File: config.mk
export PLATFORM = sky130hd
export DESIGN_NAME = program_sequencer_fetch
export DESIGN_NICKNAME = d
export VERILOG_FILES = /design/src/rtl/program_sequencer_fetch.sv
export SDC_FILE = /design/constraint.sdc
export NUM_CORES = 1
export LEC_CHECK = 0
export CAP_MARGIN = 10
export CORE_ASPECT_RATIO = 0.7
export CORE_UTILIZATION = 43
export CTS_BUF_LIST = sky130_fd_sc_hd__clkbuf_8
export DETAILED_ROUTE_END_ITERATION = 10
export PLACE_DENSITY = 0.79
export SLEW_MARGIN = 0
export SYNTH_ARGS = -nofsm -noshare
export SYNTH_HDL_FRONTEND = slang
export SYNTH_SLANG_ARGS = --single-unit
export TNS_END_PERCENT = 1
File: constraint.sdc
create_clock -name clk -period 1.5 [get_ports clk]
set_input_delay 0.3 -clock clk [delete_from_list [all_inputs] [get_ports clk]]
set_output_delay 0.3 -clock clk [all_outputs]
set_load 0.01 [all_outputs]
File: src/rtl/program_sequencer_fetch.sv
// Instruction fetch/decode front end: ROM handshake with timeout retry, IR, PC and jump control,
// and decode of the IR into the computational unit's control word.
module program_sequencer_fetch #(
    parameter int PC_W        = 8,
    parameter int ROM_TIMEOUT = 15
) (
    input  logic            clk,
    input  logic            sync_reset,
    output logic [PC_W-1:0] rom_addr,
    output logic            rom_req,
    input  logic            rom_valid,
    input  logic [7:0]      rom_data,
    input  logic            r_eq_0,
    output logic [3:0]      source_sel,
    output logic [8:0]      reg_en,
    output logic            i_sel,
    output logic            x_sel,
    output logic            y_sel,
    output logic [3:0]      nibble_ir,
    output logic [PC_W-1:0] pc,
    output logic            rom_err
);

    localparam int CNT_W = $clog2(ROM_TIMEOUT + 1);

    typedef enum logic [1:0] {
        S_FETCH = 2'd0,
        S_EXEC  = 2'd1,
        S_RETRY = 2'd2
    } state_t;

    state_t            state_reg, state_next;
    logic [PC_W-1:0]   pc_reg, pc_next;
    logic [7:0]        ir_reg, ir_next;
    logic [CNT_W-1:0]  cnt_reg, cnt_next;
    logic              rom_err_reg, rom_err_next;

    always_ff @(posedge clk) begin
        if (sync_reset) begin
            state_reg   <= S_FETCH;
            pc_reg      <= '0;
            ir_reg      <= 8'h00;
            cnt_reg     <= '0;
            rom_err_reg <= 1'b0;
        end else begin
            state_reg   <= state_next;
            pc_reg      <= pc_next;
            ir_reg      <= ir_next;
            cnt_reg     <= cnt_next;
            rom_err_reg <= rom_err_next;
        end
    end

    // Instruction class decode
    logic       is_load, is_move, is_alu, is_jmp, is_jnz, has_dest;
    logic [2:0] dest, src;
    logic       move_pins, dm_access;
    logic [7:0] dest_hot;
    logic [8:0] ctrl_word;

    assign is_load   = ~ir_reg[7];
    assign is_move   = (ir_reg[7:6] == 2'b10);
    assign is_alu    = (ir_reg[7:5] == 3'b110);
    assign is_jmp    = (ir_reg[7:4] == 4'b1110);
    assign is_jnz    = (ir_reg[7:4] == 4'b1111);
    assign has_dest  = is_load | is_move;
    assign dest      = is_load ? ir_reg[6:4] : ir_reg[5:3];
    assign src       = ir_reg[2:0];
    assign move_pins = is_move && (src == dest);

    // A move whose source equals its destination reads i_pins, so it is not a dm read.
    assign dm_access = has_dest && ((dest == 3'd7) || (is_move && !move_pins && (src == 3'd7)));

    genvar gi;
    generate
        for (gi = 0; gi < 8; gi++) begin : g_dest
            assign dest_hot[gi] = has_dest && (dest == 3'(gi));
        end
    endgenerate

    always_comb begin
        source_sel = 4'd0;
        if (is_load)
            source_sel = 4'd8;
        else if (is_move)
            source_sel = move_pins ? 4'd9 : {1'b0, src};
    end

    assign i_sel     = dm_access && (dest != 3'd6);
    assign x_sel     = is_alu & ir_reg[4];
    assign y_sel     = is_alu & ir_reg[3];
    assign nibble_ir = ir_reg[3:0];

    assign ctrl_word = {dest_hot[4], dest_hot[7], dest_hot[6] | i_sel, dest_hot[5],
                        is_alu, dest_hot[3:0]};

    assign reg_en   = (state_reg == S_EXEC && !sync_reset) ? ctrl_word : 9'h000;
    assign rom_req  = (state_reg == S_FETCH) && !sync_reset;
    assign rom_addr = pc_reg;
    assign pc       = pc_reg;
    assign rom_err  = rom_err_reg;

    always_comb begin
        state_next   = state_reg;
        pc_next      = pc_reg;
        ir_next      = ir_reg;
        cnt_next     = cnt_reg;
        rom_err_next = rom_err_reg;
        case (state_reg)
            S_FETCH: begin
                if (rom_valid) begin
                    ir_next    = rom_data;
                    cnt_next   = '0;
                    state_next = S_EXEC;
                end else if (cnt_reg == CNT_W'(ROM_TIMEOUT - 1)) begin
                    cnt_next     = '0;
                    rom_err_next = 1'b1;
                    state_next   = S_RETRY;
                end else begin
                    cnt_next = cnt_reg + CNT_W'(1);
                end
            end
            S_EXEC: begin
                state_next = S_FETCH;
                if (is_jmp || (is_jnz && !r_eq_0))
                    pc_next = {pc_reg[PC_W-1:4], ir_reg[3:0]};
                else
                    pc_next = pc_reg + PC_W'(1);
            end
            default: state_next = S_FETCH;
        endcase
    end

endmodule

### After elaboration in Yosys (flattened, before gate mapping)

Index checks and enable logic that the tools add are counted.

| storage, ports and cells | value |
|---|---|
| bits in registers | 23 |
| input bits | 12 |
| output and inout bits | 38 |
| logic and storage cells | 72 |

| cells by class | value |
|---|---|
| $add $sub $neg | 2 |
| equal/unequal tests | 16 |
| multiplexer cells | 10 |
| bitwise logic cells | 8 |
| reductions and logical operators | 29 |

Operator list:

| kind | count |
|---|---|
| 2-to-1 mux 4 bit | 6 |
| equality test 3 bit, second input constant | 6 |
| logical AND 1 bit | 16 |
| equality test 4 bit, second input constant | 3 |
| 2-to-1 mux 9 bit | 1 |
| adder 8 x 1 -> 8 bit, second input constant | 1 |
| equality test 3 x 2 -> 1 bit, second input constant | 2 |
| adder 4 x 1 -> 4 bit, second input constant | 1 |
| inverter 1 bit | 4 |
| AND reduction 2 bit | 2 |
| equality test 3 x 1 -> 1 bit, second input constant | 1 |
| equality test 3 bit | 1 |
| zero test 1 bit | 3 |
| zero test 3 bit | 1 |
| 2-to-1 mux 3 bit | 1 |
| != test 3 bit, second input constant | 1 |
| AND reduction 3 bit | 1 |
| OR reduction 3 bit | 1 |
| bitwise AND 1 bit | 2 |
| equality test 2 x 1 -> 1 bit, second input constant | 1 |
| equality test 2 bit, second input constant | 1 |
| zero test 2 bit | 1 |
| logical OR 1 bit | 2 |
| 2-to-1 mux 1 bit | 2 |
| other kinds (3) | 4 |

### Depth between registers and ports, before layout

| logic depth | value |
|---|---|
| word-level depth | 11 |
| depth in mapped cells | 6 |
| mapped depth without buffers | 6 |

### Least setup slack after synthesis

Ideal clock, no wire load.

| timing path | value |
|---|---|
| path type | register to output |
| start point | register state_reg[1] |
| end point | output reg_en[0] |
| data arrival time | 1295 ps |
| required time | 1200 ps |
| path slack | -95 ps |
| cell stages (with the launch flop) | 5 |
| path buffers | 1 |
| cells stage by stage | dfxtp_1 > and2b_1 > nand2b_1 > clkbuf_1 > nor4b_1 |

| on the way | value |
|---|---|
| word-level cells in the longest chain between the ends | 3 |

RTL lines:

| item | RTL line | RTL |
|---|---|---|
| start, declared | 32 | `state_t state_reg, state_next;` |
| start signal, assigned | 46 | `state_reg <= state_next;` |
| equality test 2 x 1 -> 1 bit | 97 | `assign reg_en = (state_reg == S_EXEC && !sync_reset) ? ctrl_word : 9'h000;` |
| logical AND 1 bit | 97 |  |
| 2-to-1 mux 9 bit | 97 |  |
| end, declared | 15 | `output logic [8:0] reg_en,` |

Every way passes these cells.

### Worst setup path in the final report

| timing path | value |
|---|---|
| start point | register ir_reg[7] |
| end point | output source_sel[2] |

| on the way | value |
|---|---|
| word-level cells in the longest chain between the ends | 6 |
| elaborated cells between the ends (all ways) | 7 |
| those cells by class | 2 x eq/ne; 4 x mux; 1 x reduce/logical |

RTL lines:

| item | RTL line | RTL |
|---|---|---|
| start, declared | 34 | `logic [7:0] ir_reg, ir_next;` |
| start signal, assigned | 48 | `ir_reg <= ir_next;` |
| 2-to-1 mux 3 bit | 67 | `assign dest = is_load ? ir_reg[6:4] : ir_reg[5:3];` |
| equality test 3 bit | 69 | `assign move_pins = is_move && (src == dest);` |
| logical AND 1 bit | 69 |  |
| 2-to-1 mux 4 bit | 86 | `source_sel = move_pins ? 4'd9 : {1'b0, src};` |
| 2-to-1 mux 4 bit | 85 | `else if (is_move)` |
| 2-to-1 mux 4 bit * | 83 | `if (is_load)` |
| end, declared | 14 | `output logic [3:0] source_sel,` |

Every way passes the cells marked *; elsewhere a longest branch is shown, timed or not.

==> results.tsv <==
stage	metric	value	unit
timing	slew_headroom	0.740	
placed_design	post-dp-hpwl	2850	µm
pwr	power.density	612	nW/µm²
synth	yosysUniqueCellTypes	43	
setup_path	worstPathMaxFanout	6	
timing	tightest_slew	0.387	ns
timing	fin_crit	1.93	ns
placed_design	post-place-ws	-0.725	ns
timing	final_max_slew_viol_count	0	
flow_run	drv.max_cap_violation_count	0	
pwr	leakage	1.07	nW
timing	rsz_0062_raised_after_global_routing	true	
clock_network	cts-root-to-sink-buffers	2	
hold_path	hold_path.startpoint	sync_reset	
synth	syn-cell-area	1510	µm²
timing	final.setup_skew	0.00561	ns
global_routing	grt_start_max_net_pins	24	
die	dieArea	3770	µm²
setup_path	critical_path_arrival	1.63	ns
layout	syn2layout_area_growth	52.9	%
layout	instances_no_fill	302	
clock_network	worst_skew_pair.late_latency	0.27	ns
timing	final-setup-viol-count	17	
layout	layout.core_utilization	0.711	
synth	synth.yosys.warnings	0	
die	floorplan.rows	17	
setup_path	cp_slowest_cell	sky130_fd_sc_hd__dfxtp_4	
clock_network	cts.root.buffer_cell	sky130_fd_sc_hd__clkbuf_8	
drt	postRouteWirelength	3960	µm
timing	fin_worst_hold_slack	0.423	ns
synth	synth.net_count	204	
run_status	status	complete, but fails checks	
pwr	int_power	1.02	mW
synth	synth-async-reset-ratio	0	
synth	synth_cells	189	
placed_design	post_dp_cell_area	2190	µm²
synth	postSynthRegisterBits	23	
clock_network	tritoncts	yes	
die	io-pin-count	50	
setup_path	cpLargestDelayFamily	flip-flops	
layout	n_diodes	0	
setup_path	crit_path_max_incr_delay	0.40	ns
timing	maxClockFrequency	0.519	GHz
die	chipWidth	72.9	µm
die	placeableCoreArea	3250	µm²
global_routing	grt_pass1_wl	6560	µm
timing	hold_viol	0	
pwr	vdd_drop_max	0.713	mV
die	dieHeight	51.6	µm
pwr	power.switching	0.400	mW
global_routing	initial_antenna_violation_count	0	
placed_design	placed_cells	296	
setup_path	critical_path.n_buffers_inverters	1	
global_routing	grt_usage	0.224	
drt	vias_post_dr	1593	
setup_path	worst_reg2reg_path_startpoint	state_reg[1]	
synth	synth_edf_count	0	
setup_path	critical_path.startpoint	ir_reg[7]	
hold_path	hold_path_class	in2reg	
clock_network	cts_inserted_buffers	3	
pwr	power_frac_seq	0.470	
drt	detail_route.iter0.violations	40	
setup_path	timing.critical_path.from_type	flip-flop	
synth	synth_ff_type	sky130_fd_sc_hd__dfxtp_1	
drt	postRouteAntennaNets	0	
global_routing	grt_pass1_vias	1431	
timing	fin_ws	-0.426	ns
drt	route.detailed.drc	0	
die	initial_core_util	0.465	
placed_design	routabilityCongestion	0.837	
drt	via_per_inst	5.27	
setup_path	cp.required	1.20	ns
pwr	clock_power_share	0.274	
layout	layout_net_count	271	
clock_network	cts.htree.levels	1	
clock_network	clk_transition_reported_paths	0.08	ns
synth	syn_avg_cell_area	8.01	µm²
drt	drt_pass1_iterations	4	
global_routing	grt_overflow	0	
clock_network	cts-hold-fix-buffers	0	
layout	layout-drive-gt1-share	0.353	
timing	final_cycle_share	1.28	
pwr	netSwitchingFraction	0.282	
synth	synth_sequential_area_ratio	0.304	
drt	post_drt_wl_per_cell	13.1	µm
setup_path	path_cells	mux2i_2 > xor2_1 > o2111ai_4 > and3_1 > buf_2	
placed_design	placement.io_buffers	49	
setup_path	worstSetupPathType	reg2out	
pwr	p_comb_frac	0.256	
setup_path	end_kind	output pin	
run_status	violations	negative setup slack	
clock_network	cts_num_sinks	23	
layout	finished_cell_area	2310	µm²
[routing by layer]
metal,vias to the layer above,share of wire,track usage
met5,-,0,0
met4,0,0,0.0229
met3,0,0.046,0.0484
met2,43,0.44,0.361
met1,756,0.52,0.317
li1,794,-,-
[path summary, 6_finish.rpt]
kind | to | slack (ns) | cells after the start
setup reg to reg | cnt_reg[3] | -0.03 | 5
hold / removal | pc[3] | 0.42 | 3
setup / recovery | source_sel[2] | -0.43 | 5
hold reg to reg | rom_err | 0.50 | 2
[metrics by stage]
stage          setup TNS [ns]  power (mW)
2_1_floorplan          -0.165       0.841
3_3_place_gp           -11.09        1.00
3_5_place_dp           -11.24        1.01
4_1_cts                 -4.67        1.41
5_1_grt                 -5.63        1.49
6_report                -4.02        1.42
[cell usage after synthesis, types with 2 or more instances]
library cell                number  area, µm²
sky130_fd_sc_hd__buf_6           2       22.5
sky130_fd_sc_hd__ha_1            3       37.5
sky130_fd_sc_hd__buf_4          12       90.1
sky130_fd_sc_hd__xor2_1          3       26.3
sky130_fd_sc_hd__nor2_1         20       75.1
sky130_fd_sc_hd__inv_1           6       22.5
sky130_fd_sc_hd__nand3_1         4       20.0
sky130_fd_sc_hd__a311oi_1        2       17.5
sky130_fd_sc_hd__and2_1          5       31.3
sky130_fd_sc_hd__nand4_1         3       18.8
sky130_fd_sc_hd__o21ai_1         2       10.0
sky130_fd_sc_hd__nand3b_1        3       22.5
sky130_fd_sc_hd__clkbuf_1        7       26.3
sky130_fd_sc_hd__buf_2           3       15.0
sky130_fd_sc_hd__dfxtp_1        23        460
sky130_fd_sc_hd__a21oi_1        17       85.1
sky130_fd_sc_hd__nor2b_1         7       43.8
sky130_fd_sc_hd__o21ai_0         3       15.0
sky130_fd_sc_hd__xnor2_1         3       26.3
sky130_fd_sc_hd__a211oi_1        2       15.0
sky130_fd_sc_hd__mux2i_1        11        110
sky130_fd_sc_hd__nand2b_1        2       12.5
sky130_fd_sc_hd__nor3_1          9       45.0
sky130_fd_sc_hd__a31o_1          2       17.5
sky130_fd_sc_hd__o2111ai_1       2       17.5
sky130_fd_sc_hd__nor4_1          2       12.5
sky130_fd_sc_hd__and3_1          3       18.8
sky130_fd_sc_hd__nor4b_1         3       26.3
sky130_fd_sc_hd__nand2_1        11       41.3
[layout by cell type, fill, tap and decap left out, types with 4 or more instances in the layout]
master / instances
sky130_fd_sc_hd__nand3_1: 4
sky130_fd_sc_hd__dlymetal6s2s_1: 8
sky130_fd_sc_hd__a21oi_1: 15
sky130_fd_sc_hd__clkdlybuf4s50_1: 16
sky130_fd_sc_hd__buf_2: 14
sky130_fd_sc_hd__nor2_1: 18
sky130_fd_sc_hd__buf_4: 34
sky130_fd_sc_hd__dlygate4sd2_1: 10
sky130_fd_sc_hd__inv_1: 6
sky130_fd_sc_hd__nor3_1: 8
sky130_fd_sc_hd__dfxtp_1: 11
sky130_fd_sc_hd__dfxtp_2: 10
sky130_fd_sc_hd__nand2_1: 11
sky130_fd_sc_hd__mux2i_1: 10
[worst min-delay path, stage by stage]
cell                             delay [ns]
sky130_fd_sc_hd__dlymetal6s2s_1        0.12
sky130_fd_sc_hd__nand2b_4              0.16
sky130_fd_sc_hd__o32ai_1               0.07
[logic make-up (layout without fill, tap and decap cells)]
kind of cell | count (synthesis) | in the layout | share of synthesized area
simple gates | 76 | 76 | 0.264
compound gates | 40 | 40 | 0.183
buf+inv | 30 | 96 | 0.117
flops | 23 | 23 | 0.304
mux | 11 | 11 | 0.0727
xor+xnor | 6 | 6 | 0.0347
fa+ha+maj | 3 | 3 | 0.0248
[final cells by class]
class,count,area (µm²)
inverters,6,22.5
repair buffers,86,727
clock buffers,3,41.3
clock inverters,1,7.51
fillers,259,940
multi-input cells,136,977
flip-flops and latches,23,480
well taps,47,58.8
[power by group through the flow]
stage / Clock (mW) / Combinational, mW / Sequential [mW]
after floorplan: 0 / 0.170 / 0.671
after global placement: 0 / 0.324 / 0.676
after detailed placement: 0 / 0.328 / 0.678
after CTS: 0.399 / 0.350 / 0.664
after global routing: 0.425 / 0.391 / 0.671
final: 0.388 / 0.363 / 0.667
[repair_timing]
action                                  CTS  global route
endpoints found under the setup margin   36            32
gates cloned                              0             0
buffers inserted                          2             0
pin swaps                                 9             6
resized for setup                        90            26
endpoints found under the hold margin     0             0
No activity file was read; power rests on OpenSTA's default activity.
